==> src/rtl/uart_pkg.sv <==
// Shared types and constants for the UART receive path.
package uart_pkg;

    typedef enum logic [2:0] {
        IDLE,
        START,
        DATA,
        STOP,
        BREAK
    } uart_state_e;

    localparam int DATA_BITS    = 8;
    localparam int DEF_CLK_FREQ = 50_000_000;
    localparam int DEF_BAUD     = 115_200;

    function automatic int bit_cycles(input int clk_freq, input int baud);
        return clk_freq / baud;
    endfunction

endpackage

==> src/rtl/uart_rx_byte_if.sv <==
// Serial input plus byte-output handshake of the UART receiver.
// valid/ready: a byte transfers on a rising edge where valid && ready; valid is
// held with data stable until then, and ready is ignored while valid is low.
interface uart_rx_byte_if;
    import uart_pkg::*;

    logic                 rx;
    logic [DATA_BITS-1:0] data;
    logic                 valid;
    logic                 ready;
    logic                 frame_err;
    logic                 overrun;
    logic                 busy;

    modport master (
        output rx, ready,
        input  data, valid, frame_err, overrun, busy
    );

    modport slave (
        input  rx, ready,
        output data, valid, frame_err, overrun, busy
    );

endinterface

==> src/rtl/uart_rx_filter.sv <==
// Two-flop synchroniser followed by a 3-sample majority vote on the rx line.
// Everything presets to 1 so reset never looks like a start edge.
module uart_rx_filter (
    input  logic clk_i,
    input  logic rst_ni,
    input  logic rx_i,
    output logic rxf_o,
    output logic fall_o
);

    logic       sync1_q;
    logic       sync2_q;
    logic [2:0] shift_q;
    logic       rxf_prev_q;

    always_ff @(posedge clk_i or negedge rst_ni) begin
        if (!rst_ni) begin
            sync1_q    <= 1'b1;
            sync2_q    <= 1'b1;
            shift_q    <= 3'b111;
            rxf_prev_q <= 1'b1;
        end else begin
            sync1_q    <= rx_i;
            sync2_q    <= sync1_q;
            shift_q    <= {shift_q[1:0], sync2_q};
            rxf_prev_q <= rxf_o;
        end
    end

    assign rxf_o  = (shift_q[0] & shift_q[1]) |
                    (shift_q[0] & shift_q[2]) |
                    (shift_q[1] & shift_q[2]);
    assign fall_o = rxf_prev_q & ~rxf_o;

endmodule

==> src/rtl/uart_rx_byte.sv <==
// 8N1 UART receiver: centre-of-bit sampling, false-start rejection, framing
// error and overrun pulses, byte delivered on a valid/ready handshake.
module uart_rx_byte
    import uart_pkg::*;
#(
    parameter int CLK_FREQ = DEF_CLK_FREQ,
    parameter int BAUD     = DEF_BAUD
) (
    input  logic           clk_i,
    input  logic           rst_ni,
    uart_rx_byte_if.slave  bus,
    output uart_state_e    dbg_state_o
);

    localparam int BIT_CYCLES  = bit_cycles(CLK_FREQ, BAUD);
    localparam int HALF_CYCLES = BIT_CYCLES / 2;
    localparam int CNT_W       = $clog2(BIT_CYCLES);

    localparam logic [CNT_W-1:0] BIT_LAST  = CNT_W'(BIT_CYCLES - 1);
    localparam logic [CNT_W-1:0] HALF_LAST = CNT_W'(HALF_CYCLES - 1);
    localparam logic [2:0]       IDX_LAST  = 3'(DATA_BITS - 1);

    logic rxf;
    logic fall;

    uart_rx_filter u_filter (
        .clk_i  (clk_i),
        .rst_ni (rst_ni),
        .rx_i   (bus.rx),
        .rxf_o  (rxf),
        .fall_o (fall)
    );

    uart_state_e          state_q;
    logic [CNT_W-1:0]     cnt_q;
    logic [2:0]           idx_q;
    logic [DATA_BITS-1:0] shift_q;
    logic [DATA_BITS-1:0] data_q;
    logic                 valid_q;
    logic                 frame_err_q;
    logic                 overrun_q;
    logic                 busy_q;

    always_ff @(posedge clk_i or negedge rst_ni) begin
        if (!rst_ni) begin
            state_q     <= IDLE;
            cnt_q       <= '0;
            idx_q       <= '0;
            shift_q     <= '0;
            data_q      <= '0;
            valid_q     <= 1'b0;
            frame_err_q <= 1'b0;
            overrun_q   <= 1'b0;
            busy_q      <= 1'b0;
        end else begin
            frame_err_q <= 1'b0;
            overrun_q   <= 1'b0;
            cnt_q       <= cnt_q + CNT_W'(1);

            if (valid_q && bus.ready) begin
                valid_q <= 1'b0;
            end

            case (state_q)
                IDLE: begin
                    cnt_q <= '0;
                    if (fall) begin
                        state_q <= START;
                        busy_q  <= 1'b1;
                    end
                end

                START: begin
                    if (cnt_q == HALF_LAST) begin
                        cnt_q <= '0;
                        if (rxf) begin
                            state_q <= IDLE;
                            busy_q  <= 1'b0;
                        end else begin
                            state_q <= DATA;
                            idx_q   <= '0;
                        end
                    end
                end

                DATA: begin
                    if (cnt_q == BIT_LAST) begin
                        cnt_q          <= '0;
                        shift_q[idx_q] <= rxf;
                        idx_q          <= idx_q + 3'd1;
                        if (idx_q == IDX_LAST) begin
                            state_q <= STOP;
                        end
                    end
                end

                STOP: begin
                    // Leave at mid-stop so a back-to-back start edge is not missed.
                    if (cnt_q == BIT_LAST) begin
                        cnt_q <= '0;
                        if (!rxf) begin
                            frame_err_q <= 1'b1;
                            state_q     <= BREAK;
                        end else begin
                            state_q <= IDLE;
                            busy_q  <= 1'b0;
                            if (!valid_q || bus.ready) begin
                                data_q  <= shift_q;
                                valid_q <= 1'b1;
                            end else begin
                                overrun_q <= 1'b1;
                            end
                        end
                    end
                end

                BREAK: begin
                    cnt_q <= '0;
                    if (rxf) begin
                        state_q <= IDLE;
                        busy_q  <= 1'b0;
                    end
                end

                default: begin
                    state_q <= IDLE;
                    busy_q  <= 1'b0;
                end
            endcase
        end
    end

    assign bus.data      = data_q;
    assign bus.valid     = valid_q;
    assign bus.frame_err = frame_err_q;
    assign bus.overrun   = overrun_q;
    assign bus.busy      = busy_q;
    assign dbg_state_o   = state_q;

endmodule

==> src/flat_wrapper.sv <==
// flat-port wrapper written by rule: the top's interface ports become plain ports
module uart_rx_byte_flat import uart_pkg::*;
#(
    parameter int CLK_FREQ = DEF_CLK_FREQ,
    parameter int BAUD     = DEF_BAUD
)
  (clk_i, rst_ni, dbg_state_o, bus_rx, bus_ready, bus_data, bus_valid, bus_frame_err, bus_overrun, bus_busy);
  uart_rx_byte_if bus_i ();
  input  logic clk_i;
  input  logic rst_ni;
  output uart_state_e dbg_state_o;
  input wire logic [$bits(bus_i.rx)-1:0] bus_rx;
  input wire logic [$bits(bus_i.ready)-1:0] bus_ready;
  output wire logic [$bits(bus_i.data)-1:0] bus_data;
  output wire logic [$bits(bus_i.valid)-1:0] bus_valid;
  output wire logic [$bits(bus_i.frame_err)-1:0] bus_frame_err;
  output wire logic [$bits(bus_i.overrun)-1:0] bus_overrun;
  output wire logic [$bits(bus_i.busy)-1:0] bus_busy;
  assign bus_i.rx = bus_rx;
  assign bus_i.ready = bus_ready;
  assign bus_data = bus_i.data;
  assign bus_valid = bus_i.valid;
  assign bus_frame_err = bus_i.frame_err;
  assign bus_overrun = bus_i.overrun;
  assign bus_busy = bus_i.busy;
  uart_rx_byte #(.CLK_FREQ(CLK_FREQ), .BAUD(BAUD)) u_core (.clk_i(clk_i), .rst_ni(rst_ni), .bus(bus_i), .dbg_state_o(dbg_state_o));
endmodule
==> config.mk <==
export PLATFORM = sky130hd
export DESIGN_NAME = uart_rx_byte_flat
export DESIGN_NICKNAME = d
export VERILOG_FILES = /design/src/rtl/uart_pkg.sv /design/src/rtl/uart_rx_byte_if.sv /design/src/rtl/uart_rx_filter.sv /design/src/rtl/uart_rx_byte.sv /design/src/flat_wrapper.sv
export SDC_FILE = /design/constraint.sdc
export NUM_CORES = 1
export LEC_CHECK = 0
export ABC_AREA = 0
export BUFFER_PORTS_ARGS = -buffer_cell sky130_fd_sc_hd__buf_2
export CELL_PAD_IN_SITES_DETAIL_PLACEMENT = 0
export CELL_PAD_IN_SITES_GLOBAL_PLACEMENT = 1
export CORE_MARGIN = 2
export CORE_UTILIZATION = 45
export DETAILED_ROUTE_END_ITERATION = 16
export GPL_ROUTABILITY_DRIVEN = 0
export MAX_ROUTING_LAYER = met4
export PLACE_DENSITY_LB_ADDON = 0.2
export SKIP_CTS_REPAIR_TIMING = 1
export SLEW_MARGIN = 25
export SYNTH_ARGS = -nofsm -noshare
export SYNTH_HDL_FRONTEND = slang
export SYNTH_SLANG_ARGS = --single-unit
==> constraint.sdc <==
create_clock -name clk_i -period 3 [get_ports clk_i]
set_input_delay 0.3 -clock clk_i [delete_from_list [all_inputs] [get_ports clk_i]]
set_output_delay 0.3 -clock clk_i [all_outputs]
set_load 0.01 [all_outputs]
==> results.md <==
* Final critical-path required period at 2.03 ns
* Pins Over Slew Limit at 0
* Number of input and output port buffers inserted at 18
* Worst-Margin Slew at 0.863 ns
* Fraction of layout cells with a size suffix above 1 at 31.3%
* Maximum number of pins on one net before global-route repair at 42
* Standard cell core area at about 0.0041 mm²
* Final core utilization at 51.7%
* Leakage at 0.994 nW
* Number of search-and-repair iterations in the first detailed-routing pass at 4
* Gate Count Post-Synth at approximately 160
* Number of H-tree branching levels at 2
* Total grt overflow at 0
* Leading cell type in the layout, fill and taps excluded: sky130_fd_sc_hd__dfrtp_1
* Overall die height at between 60 and 70 µm
* Final total negative setup slack at 0 ns
* Register bit total from synthesis at 41
* Final routed wirelength across all metal layers at 3.15 mm
* Unrepaired setup endpoints after global routing: no
* Number of placement rows at 23
* Power density over the cells at 594 mW/mm²
* Half-perimeter wire length of the detailed placement result at 2.16 mm
* Number of DRC markers after the initial detailed-route iteration at 63
* Top Layer Used: met4
* Antenna Nets Post-Route at 0
* Die outline area at 0.00479 mm²
* Detailed route wirelength on metal3 at 123 µm
* Cell chosen for the clock root: sky130_fd_sc_hd__clkbuf_8
* Met2 WL post-DR at 1.43 mm
* CP Class: flop to flop
* Post-detailed-route wirelength per cell at 13.9 µm
* Filler cells at 357
* Maximum clock skew at final layout at 0.00716 ns
* Endpoint arrival time on the critical path at 2.21 ns
* Overall routing resource usage at between 10% and 20%
* Classification of the worst-slack hold path: input pin to flop
* Cells along the critical path: o21a_1 > a21oi_1 > inv_1 > nand2_1 > nor2_4 > mux2_2
* Maximum operating frequency at ~0.5 GHz
* Final layout net count at 184
* Die span in x at approximately 69 µm
* Number of max-capacitance violations reported at 0
* I/O pins at 19
* Number of endpoints failing setup at the final stage at 0
* Via count at 1,176
* Global-route wire length before repair at 5.73 mm
* Synth Area per Inst at 12.1 µm²
* Yosys warnings at 0
* Number of sinks on the clock net at 41
* Commonest cells after routing, fill and taps aside: sky130_fd_sc_hd__dfrtp_1 (35), sky130_fd_sc_hd__buf_2 (18), sky130_fd_sc_hd__mux2_2 (17), sky130_fd_sc_hd__nor2_1 (15), sky130_fd_sc_hd__nand2_1 (9)
* Worst setup margin at 0.967 ns
* Number of global-route vias before repair at between 1,000 and 1,500
* Peak VDD IR at 0.262 mV
* Maximum count of clock buffers along a single path at 2
* Delay of the slowest critical-path stage at 0.55 ns
* Worst path slowest cell: sky130_fd_sc_hd__dfstp_2
* TritonCTS clock tree: done
* Result of the run: finished, final reports clean
* Worst-skew pair later-pin latency at 0.29 ns
* Worst max-slew margin expressed relative to the limit at 42.5%
* Setup slack of the most critical reg-to-reg path at 0.97 ns
* Post-Synthesis Net Count at ~170
* CTS buffer count at 5
* Final worst hold slack at 0.104 ns
* Hold Vio Cnt, Final at 0
* Number of antenna violations at the first check in global routing at 0
* Type of element launching the critical path: flop
* Share of the cycle needed by the critical path after routing at 67.8%
* Critical path data required time at 3.18 ns
* DRC errors left at 0
* Area of the mapped netlist at 0.00192 mm²
* Top fanout value on the critical path at 16
* Number of antenna repair diodes at 0
* Starting utilization of the core area at around 47%
* Met1 Wirelength at around 1.5 mm
* Critical path endpoint category: flop
* Synth-to-layout area growth at 9.60%
* Seq/Total Area, Yosys at roughly 54%
* Count of different cell masters after synthesis at 44
* Vias/cell at between 5 and 6
* Post-placement setup slack at 0.944 ns
* Clock transition at the registers of the reported paths at about 0.080 ns
## logic make-up (layout without fill, tap and decap cells)
logic type / after synthesis / in the layout / synth area share [%]
AND/OR/NAND/NOR: 55 / 55 / 16.6
flip-flops: 41 / 41 / 54.0
AO/OA/AOI/OAI: 18 / 18 / 6.92
multiplexers: 17 / 17 / 9.99
buffers and inverters: 14 / 32 / 5.62
XOR/XNOR: 8 / 8 / 3.66
adder cells (fa/ha/maj): 5 / 5 / 3.27
## metrics by stage
stage                     total power (W)  cells  cell area [µm²]
after CTS                         0.00127    226             2100
after detailed placement         0.000812    218             1980
after floorplan                  0.000761    158             1920
final                             0.00125    226             2100
after global routing              0.00133    226             2100
after global placement           0.000805    218             1980
## state kept, by name, indices dropped and copies added, names as in the netlist, 3 cells and up
name                     flops
u_core.bus.data              8
u_core.cnt_q                 9
u_core.dbg_state_o           3
u_core.idx_q                 3
u_core.shift_q               8
u_core.u_filter.shift_q      3
## per-layer routing
layer / GRT usage [%] / vias up
met5: - / -
met4: 5.88 / 0
met3: 4.51 / 5
met2: 22.2 / 19
met1: 20.9 / 568
li1: - / 584
## where the power goes
part           switching (W)  internal (W)  leakage (nW)
sequential         0.0000483      0.000597         0.538
clock               0.000180      0.000271        0.0585
combinational      0.0000847     0.0000665         0.397
total               0.000313      0.000934         0.994
## cell usage after synthesis, drive strengths merged
cell     number  area, µm²
a21bo         1       10.0
nor3b         2       15.0
o22a          1       8.76
dfrtp        35        876
nand3b        1       7.51
inv           6       22.5
a21oi         3       15.0
nor4b         3       32.5
and4bb        1       12.5
nand4b        3       26.3
nor3          4       20.0
o21ai         3       15.0
nand4bb       1       11.3
nand2b        1       6.26
and4b         1       10.0
or2           1       6.26
mux2         17        191
a31oi         1       6.26
nor4          1       6.26
nor2b         2       12.5
xnor2         6       52.6
nand4         2       12.5
nand2         9       33.8
a21boi        1       7.51
and3          1       7.51
xor2          2       17.5
a31o          1       8.76
a41o          1       10.0
a32oi         1       8.76
a22o          2       17.5
nor2         16       67.6
o21a          1       7.51
nand3         6       30.0
o21bai        1       7.51
o211a         1       10.0
dfstp         6        158
ha            5       62.6
buf           8       85.1
## final timing paths
kind                                            start                    endpoint  cells past startpoint
setup reg to reg           u_core.u_filter.shift_q[0]          u_core.bus.data[0]                      6
hold / removal                                 bus_rx     u_core.u_filter.sync1_q                      1
min in group asynchronous                      rst_ni             u_core.cnt_q[5]                      1
hold reg to reg               u_core.u_filter.sync2_q  u_core.u_filter.shift_q[0]                      0
setup / recovery           u_core.u_filter.shift_q[0]          u_core.bus.data[0]                      6
max in group asynchronous                      rst_ni             u_core.cnt_q[8]                      1
## cell type report
type                    instances  area [µm²]  area share (%)
clock buffers                   7        86.3            4.11
well taps                      50        62.6            2.98
flip-flops and latches         41        1030            49.2
multi-input cells             103         774            36.9
repair buffers                 18        90.1            4.29
inverters                       6        22.5            1.07
clock inverters                 1        30.0            1.43
## worst max-delay path, delay by kind of cell (launching register included)
kind | cells | cell delay [ns]
buffers and inverters | 1 | 0.39
flip-flops | 1 | 0.55
AO/OA/AOI/OAI | 2 | 0.20
AND/OR/NAND/NOR | 2 | 0.41
multiplexers | 1 | 0.38
(Power assumes the default switching activity.)
